**config.mk**
```make
export PLATFORM = sky130hd
export DESIGN_NAME = cbus_sram_bridge
export DESIGN_NICKNAME = d
export VERILOG_FILES = /design/src/rtl/cbus_sram_bridge.sv
export SDC_FILE = /design/constraint.sdc
export NUM_CORES = 1
export LEC_CHECK = 0
export CORE_AREA = 4 4 208 210
export DETAILED_ROUTE_END_ITERATION = 8
export DIE_AREA = 0 0 212 214
export SLEW_MARGIN = 40
export SYNTH_ARGS = -nofsm -noshare
export SYNTH_HDL_FRONTEND = slang
export SYNTH_SLANG_ARGS = --single-unit
```
**constraint.sdc**
```tcl
create_clock -name clk -period 16.8 [get_ports clk]
set_clock_uncertainty 0.15 [all_clocks]
set_input_delay 5.04 -clock clk [delete_from_list [all_inputs] [get_ports clk]]
set_output_delay 5.04 -clock clk [all_outputs]
set_load 0.05 [all_outputs]
```
**src/rtl/cbus_sram_bridge.sv**
```systemverilog
`default_nettype none
// ============================================================================
// cbus_sram_bridge : CBus master port to RAMHelper bridge (FIXED/INCR/WRAP
//                    bursts, region decode, MMIO timer, unsupported flag).
// Revision: 1.0
// ============================================================================

package cbus_pkg;
    localparam logic [2:0] MSIZE8      = 3'd3;
    localparam logic [1:0] BURST_FIXED = 2'd0;
    localparam logic [1:0] BURST_INCR  = 2'd1;
    localparam logic [1:0] BURST_WRAP  = 2'd2;

    typedef struct packed {
        logic        valid;
        logic        is_write;
        logic [2:0]  size;
        logic [63:0] addr;
        logic [7:0]  strobe;
        logic [63:0] data;
        logic [7:0]  len;
        logic [1:0]  burst;
    } cbus_req_t;

    typedef struct packed {
        logic        ready;
        logic        last;
        logic [63:0] data;
    } cbus_resp_t;
endpackage

module cbus_sram_bridge
    import cbus_pkg::*;
#(
    parameter int unsigned LATENCY     = 0,
    parameter int unsigned IDX_WIDTH   = 26,
    parameter logic [3:0]  MEM_NIBBLE  = 4'h8,
    parameter int unsigned TICK_DIV    = 10000,
    parameter logic [63:0] TIMER_ADDR  = 64'h3800_bff8,
    parameter logic [63:0] TIMER_ALIAS = 64'h2000_3000,
    parameter logic [63:0] STATUS_ADDR = 64'h4060_0008
) (
    input  logic        clk,
    input  logic        reset,
    input  cbus_req_t   oreq,
    output cbus_resp_t  oresp,
    output logic [63:0] rIdx,
    input  logic [63:0] rdata,
    output logic [63:0] wIdx,
    output logic [63:0] wdata,
    output logic [63:0] wmask,
    output logic        wen,
    output logic        en,
    output logic        err
);

    typedef enum logic [1:0] {
        IDLE  = 2'd0,
        WAIT  = 2'd1,
        BURST = 2'd2,
        ERR   = 2'd3
    } state_t;

    localparam int unsigned    DLY_W     = (LATENCY > 1) ? $clog2(LATENCY) : 1;
    localparam logic [DLY_W-1:0] DLY_INIT = (LATENCY > 0) ? DLY_W'(LATENCY - 1) : '0;
    localparam logic [31:0]    PRESC_MAX = 32'(TICK_DIV - 1);

    state_t            state, state_n;
    logic [7:0]        cnt, cnt_n;
    logic [DLY_W-1:0]  dly, dly_n;
    logic [63:0]       mtime;
    logic [31:0]       presc;

    logic [63:0]       step, incr_addr, wrap_mask, beat_addr;
    logic              unsupported;
    logic              is_ram, is_timer, is_status;

    // Beat address: WRAP keeps the aligned block base and wraps the offset.
    always_comb begin
        step      = {53'd0, cnt, 3'd0};
        incr_addr = oreq.addr + step;
        wrap_mask = {53'd0, oreq.len, 3'b111};
        case (oreq.burst)
            BURST_INCR: beat_addr = incr_addr;
            BURST_WRAP: beat_addr = (oreq.addr & ~wrap_mask) | (incr_addr & wrap_mask);
            default:    beat_addr = oreq.addr;
        endcase
    end

    always_comb begin
        unsupported = 1'b0;
        if (!(oreq.burst inside {BURST_FIXED, BURST_INCR, BURST_WRAP}))
            unsupported = 1'b1;
        if ((oreq.burst == BURST_INCR || oreq.burst == BURST_WRAP) &&
            oreq.size != MSIZE8 && oreq.len != 8'd0)
            unsupported = 1'b1;
        if (oreq.burst == BURST_WRAP &&
            !(oreq.len inside {8'd1, 8'd3, 8'd7, 8'd15}))
            unsupported = 1'b1;
    end

    assign is_ram    = (beat_addr[31:28] == MEM_NIBBLE);
    assign is_timer  = (beat_addr == TIMER_ADDR) || (beat_addr == TIMER_ALIAS);
    assign is_status = (beat_addr == STATUS_ADDR);

    assign rIdx  = 64'(beat_addr[IDX_WIDTH+2:3]);
    assign wIdx  = rIdx;
    assign wdata = oreq.data;
    assign en    = 1'b1;

    for (genvar i = 0; i < 8; i++) begin : g_wmask
        assign wmask[i*8 +: 8] = {8{oreq.strobe[i]}};
    end

    always_ff @(posedge clk or posedge reset) begin
        if (reset) begin
            state <= IDLE;
            cnt   <= '0;
            dly   <= '0;
        end else begin
            state <= state_n;
            cnt   <= cnt_n;
            dly   <= dly_n;
        end
    end

    always_comb begin
        state_n     = state;
        cnt_n       = cnt;
        dly_n       = dly;
        oresp       = '0;
        wen         = 1'b0;
        err         = 1'b0;
        case (state)
            IDLE: begin
                if (oreq.valid) begin
                    cnt_n = '0;
                    if (unsupported) begin
                        state_n = ERR;
                    end else if (LATENCY > 0) begin
                        state_n = WAIT;
                        dly_n   = DLY_INIT;
                    end else begin
                        state_n = BURST;
                    end
                end
            end
            WAIT: begin
                if (dly == '0) state_n = BURST;
                else           dly_n   = dly - 1'b1;
            end
            BURST: begin
                oresp.ready = 1'b1;
                oresp.last  = (cnt == oreq.len);
                // Status sits ahead of the timer so an overlapping address reads 0.
                if (is_ram)         oresp.data = rdata;
                else if (is_status) oresp.data = '0;
                else if (is_timer)  oresp.data = mtime;
                else                oresp.data = '0;
                wen   = oreq.is_write & is_ram;
                cnt_n = cnt + 8'd1;
                if (oresp.last) state_n = IDLE;
            end
            ERR: begin
                oresp.ready = 1'b1;
                oresp.last  = 1'b1;
                err         = 1'b1;
                state_n     = IDLE;
            end
            default: state_n = IDLE;
        endcase
    end

    // Free-running timer, independent of bus activity.
    always_ff @(posedge clk or posedge reset) begin
        if (reset) begin
            presc <= '0;
            mtime <= '0;
        end else if (presc == PRESC_MAX) begin
            presc <= '0;
            mtime <= mtime + 64'd1;
        end else begin
            presc <= presc + 32'd1;
        end
    end

endmodule

`default_nettype wire

```
======== After elaboration in Yosys (flattened, before gate mapping) ========
Cells that the tools add are included.
word-level totals
  register bits after elaboration ......... 107
  input bits .............................. 217
  output and inout port bits .............. 325
  word-level logic and storage cells ...... 68
cells by class
  add/subtract/negate cells ............... 5
  equal/unequal tests ..................... 19
  multiplexer cells ....................... 20
  bitwise logic cells ..................... 5
  reductions and logical operators ........ 14
operators with widths
  operator                                                number
  two-way mux 64 bit                                      4
  equality test 64 x 30 -> 1 bit (second input constant)  2
  case mux 64 bit (2 select lines)                        1
  adder 64 x 1 -> 64 bit (second input constant)          1
  adder 64 x 11 -> 64 bit                                 1
  bitwise AND 64 x 11 -> 64 bit                           1
  bitwise AND 64 bit                                      1
  equality test 64 x 31 -> 1 bit (second input constant)  1
  inverter 11 -> 64 bit                                   1
  OR 64 bit                                               1
  adder 32 x 1 -> 32 bit (second input constant)          1
  equality test 32 x 14 -> 1 bit (second input constant)  1
  two-way mux 32 bit                                      1
  case mux 8 bit (2 select lines)                         1
  adder 8 x 1 -> 8 bit (second input constant)            1
  equality test 8 x 1 -> 1 bit (second input constant)    1
  equality test 8 x 2 -> 1 bit (second input constant)    1
  equality test 8 x 3 -> 1 bit (second input constant)    1
  equality test 8 x 4 -> 1 bit (second input constant)    1
  equality test 8 bit                                     1
  two-way mux 8 bit                                       1
  case mux 2 bit (4 select lines)                         1
  nonzero test 8 bit                                      1
  two-way mux 1 bit                                       7
  18 further kinds                                        29

======== Depth between registers and ports, before layout ========
  word-level depth ........................ 10
  gate-level depth with buffers ........... 15
  depth with buffers taken out ............ 12

======== Worst setup path after synthesis ========
Ideal clock, no wire load.
  path kind ............................... in2out
  from .................................... input port oreq[85] (netlist bit)
  to ...................................... output port oresp[63] (netlist bit)
  arrival ................................. 10028 ps
  required time ........................... 11610 ps
  setup slack ............................. 1582 ps
  stages on the path ...................... 12
  path through ............................ ha_1 inv_1 fa_1 nor2b_1 o21a_1 o21a_1 nor3_1 o41ai_1 nand3_1 nor3_1 o2111ai_4 o31ai_1
RTL lines
  what         RTL line  text
  from (decl)  45        input cbus_req_t oreq,
  to (decl)    46        output cbus_resp_t oresp,

==> flow_summary_export.csv <==
group,metric,value,unit
synthesis,netlist_area,10800,µm²
timing,rsz0062_at_grt,"false",
setup_path,cp_max_fo,41,
cells_and_area,finish.utilization,30.9,%
cts,cts-root-buf,"clkbuf_16",
cts,cts_max_path_buffers,2,
place,dpl_cell_area,12600,µm²
synthesis,syn-mean-instance-area,7.97,µm²
grt,grt_max_degree,66,
detailed_routing,firstDrtPassIters,5,
timing,timing.fmax,64.2,MHz
grt,grt_pass1_vias,9685,
cts,cts_tree,"done",
synthesis,synth_top_cell_by_area,"dfrtp_1",
detailed_routing,ant_nets,0,
floorplan,io_pins,542,
cells_and_area,num_antenna_cells,0,
timing,finalCritPeriodShare,92.7,%
setup_path,critPathKind,"in -> out",
place,numPortBuffers,264,
grt,overflow,0,
timing,setup_ws,1.23,ns
cells_and_area,syn2layout_area_growth,19.1,%
synthesis,ys_warn_count,0,
timing,final-max-slew-violation-count,0,
setup_path,required,11.61,ns
cells_and_area,final_layout_size_suffix_gt1_share,8.24,%
cts,insertion_delay,0.35,ns
setup_path,end_kind,"output pin",
floorplan,die_area,45400,µm²
place,dp_hpwl,30200,µm
floorplan,start_util,26.0,%
synthesis,yosysSeqAreaShare,24.6,%
timing,finalSetupTns,0,ns
power,power.leakage,4.65,nW
setup_path,start_kind,"primary input",
worst_hold_path,hold_class,"reg -> reg",
synthesis,postSynth.topFlopCell,"dfrtp_1",
power,powerDensity,72.3,nW/µm²
run_status,outcome,"complete, no violations",
cts,post_cts_buffers,0,
place,place_congestion,0.916,
timing,setup_viol,0,
flow_run,maxCapViolCount,0,
cells_and_area,final_area,12900,µm²
grt,grt_pass1_wl,56900,µm
synthesis,synthDominantCellAreaShare,24.6,%
worst_hold_path,min_path_cells,1,
cts,htree_levels,3,
timing,fin_crit,15.57,ns
floorplan,die-height,214,µm
synthesis,netlist_instances,1354,
detailed_routing,drt_wl_total,37200,µm
timing,worst_pin_slew,0.745,ns
synthesis,synth_cell_types,78,
detailed_routing,drt-initial-drc-count,745,
timing,max-slew-margin-rel,49.7,%
grt,grt.total_usage,15.7,%
cts,cts_resized,0,
cts,holdBufCountCts,0,
timing,finalHoldViolCount,0,
setup_path,critPathArrivalTime,10.38,ns
detailed_routing,drc,0,
grt,antenna_found_initial,0,
place,pre_cts_slack,1.20,ns
floorplan,core,41600,µm²
synthesis,synth_edf_count,0,
floorplan,die_w,212,µm
synthesis,async_flop_share,100,%
cells_and_area,nets,1671,
synthesis,ys_seq_elements,106,
setup_path,r2r_cells,9,
power,vdd_drop_max,0.0000451,V
cts,numCtsBuffers,9,
detailed_routing,routed-via-count,9728,
detailed_routing,vias_per_cell,4.91,
cts,cts.sinks,106,
cts,clkTransAtPathRegs,0.07,ns
floorplan,row_count,75,
detailed_routing,routedWlPerCell,18.8,µm
synthesis,synthTopCellsByArea,"dfrtp_1, buf_4, xnor2_1",
[where the power goes]
part | total [mW] | switching, mW | internal (mW)
sequential | 0.287 | 0.0218 | 0.265
clock | 0.204 | 0.0975 | 0.107
combinational | 0.438 | 0.291 | 0.147
total | 0.930 | 0.411 | 0.519
[worst paths after layout]
path | start | endpoint | slack (ns)
min in group asynchronous | reset | presc[4] | 5.01
hold reg to reg | presc[0] | presc[0] | 0.31
max in group asynchronous | reset | mtime[31] | 10.35
setup reg to reg | presc[17] | mtime[61] | 13.14
hold / removal | presc[0] | presc[0] | 0.31
setup / recovery | oreq[88] | oresp[37] | 1.23
[layout make-up]
type	instances	area, µm²
clock buffer	11	243
clock inverter	5	48.8
fill	4392	28700
inverter	90	340
multi-input combinational	955	6140
sequential	106	2650
tap	539	674
timing repair buffer	277	2760
[stage by stage]
step	std cells	total power [mW]	hold slack (ns)
global placement	1965	0.723	0.288
detailed placement	1966	0.728	0.299
finish	1983	0.930	0.313
floorplan	1429	0.685	0.275
global route	1983	0.983	0.340
CTS	1982	0.938	0.315
[per-layer routing]
metal,share of wire (%),global-route usage (%),vias up
li1,-,-,4588
met1,40,19.2,4620
met2,49,26.8,446
met3,7.8,4.09,74
met4,3.0,4.91,0
met5,0,0.539,-
[sequential cells by signal, indices dropped and copies added (netlist names)]
signal and count:
cnt 8, presc 32, mtime 64, state 2
[cells in the mapped netlist (5+ instances only)]
| cell type | instances |
|---|---|
| buf_6 | 6 |
| or4_1 | 5 |
| a31oi_1 | 7 |
| xor2_1 | 27 |
| nor4_1 | 33 |
| and2_1 | 12 |
| or2_2 | 7 |
| and3_1 | 22 |
| nand2b_1 | 6 |
| nand2_1 | 162 |
| nor2b_1 | 12 |
| nand3_1 | 72 |
| dfrtp_1 | 106 |
| a21oi_1 | 28 |
| buf_2 | 11 |
| o31ai_1 | 10 |
| a2111oi_0 | 5 |
| xnor2_1 | 91 |
| o21ai_0 | 35 |
| ha_1 | 14 |
| clkbuf_1 | 27 |
| inv_1 | 89 |
| and4_1 | 10 |
| nor4b_1 | 5 |
| o21a_1 | 6 |
| o31ai_2 | 58 |
| nor2_1 | 76 |
| buf_4 | 231 |
| nor3_1 | 38 |
| o2111ai_1 | 5 |
| or3_1 | 7 |
| nand4_1 | 45 |
| mux2i_1 | 7 |
[worst max-delay path, cell delays in order]
cell             delay [ns]
clkdlybuf4s50_1        0.42
ha_1                   0.36
and2_1                 0.21
a221oi_1               0.55
a21boi_0               0.31
o21ai_0                0.47
nor4_1                 0.09
mux2_2                 0.36
nor4b_1                0.52
o2111ai_4              0.40
buf_4                  0.43
o31ai_2                0.30
clkdlybuf4s50_1        0.85
[cell usage in the layout, fill, tap and decap left out, types with 35 or more instances in the layout]
cell             netlist  final
clkdlybuf4s50_1        0    264
conb_1                 2     77
dfrtp_1              106    106
inv_1                 89     88
nand2_1              162    162
nand3_1               72     72
nand4_1               45     45
nor2_1                76     75
nor3_1                38     37
o21ai_0               35     35
o31ai_2               58     58
xnor2_1               91     91
[cell families after synthesis]
kind of cell               after synthesis  share of synthesized area, %
AOI/OAI and AO/OA                      206                          16.6
muxes                                   11                          1.07
xor gates and xnor gates               118                          9.58
other                                    2                        0.0696
buffers and inverters                  368                          21.4
adders and majority gates               15                          1.81
and+or+nand+nor                        528                          24.9
DFF                                    106                          24.6
Power figures use the tool's default switching activity.
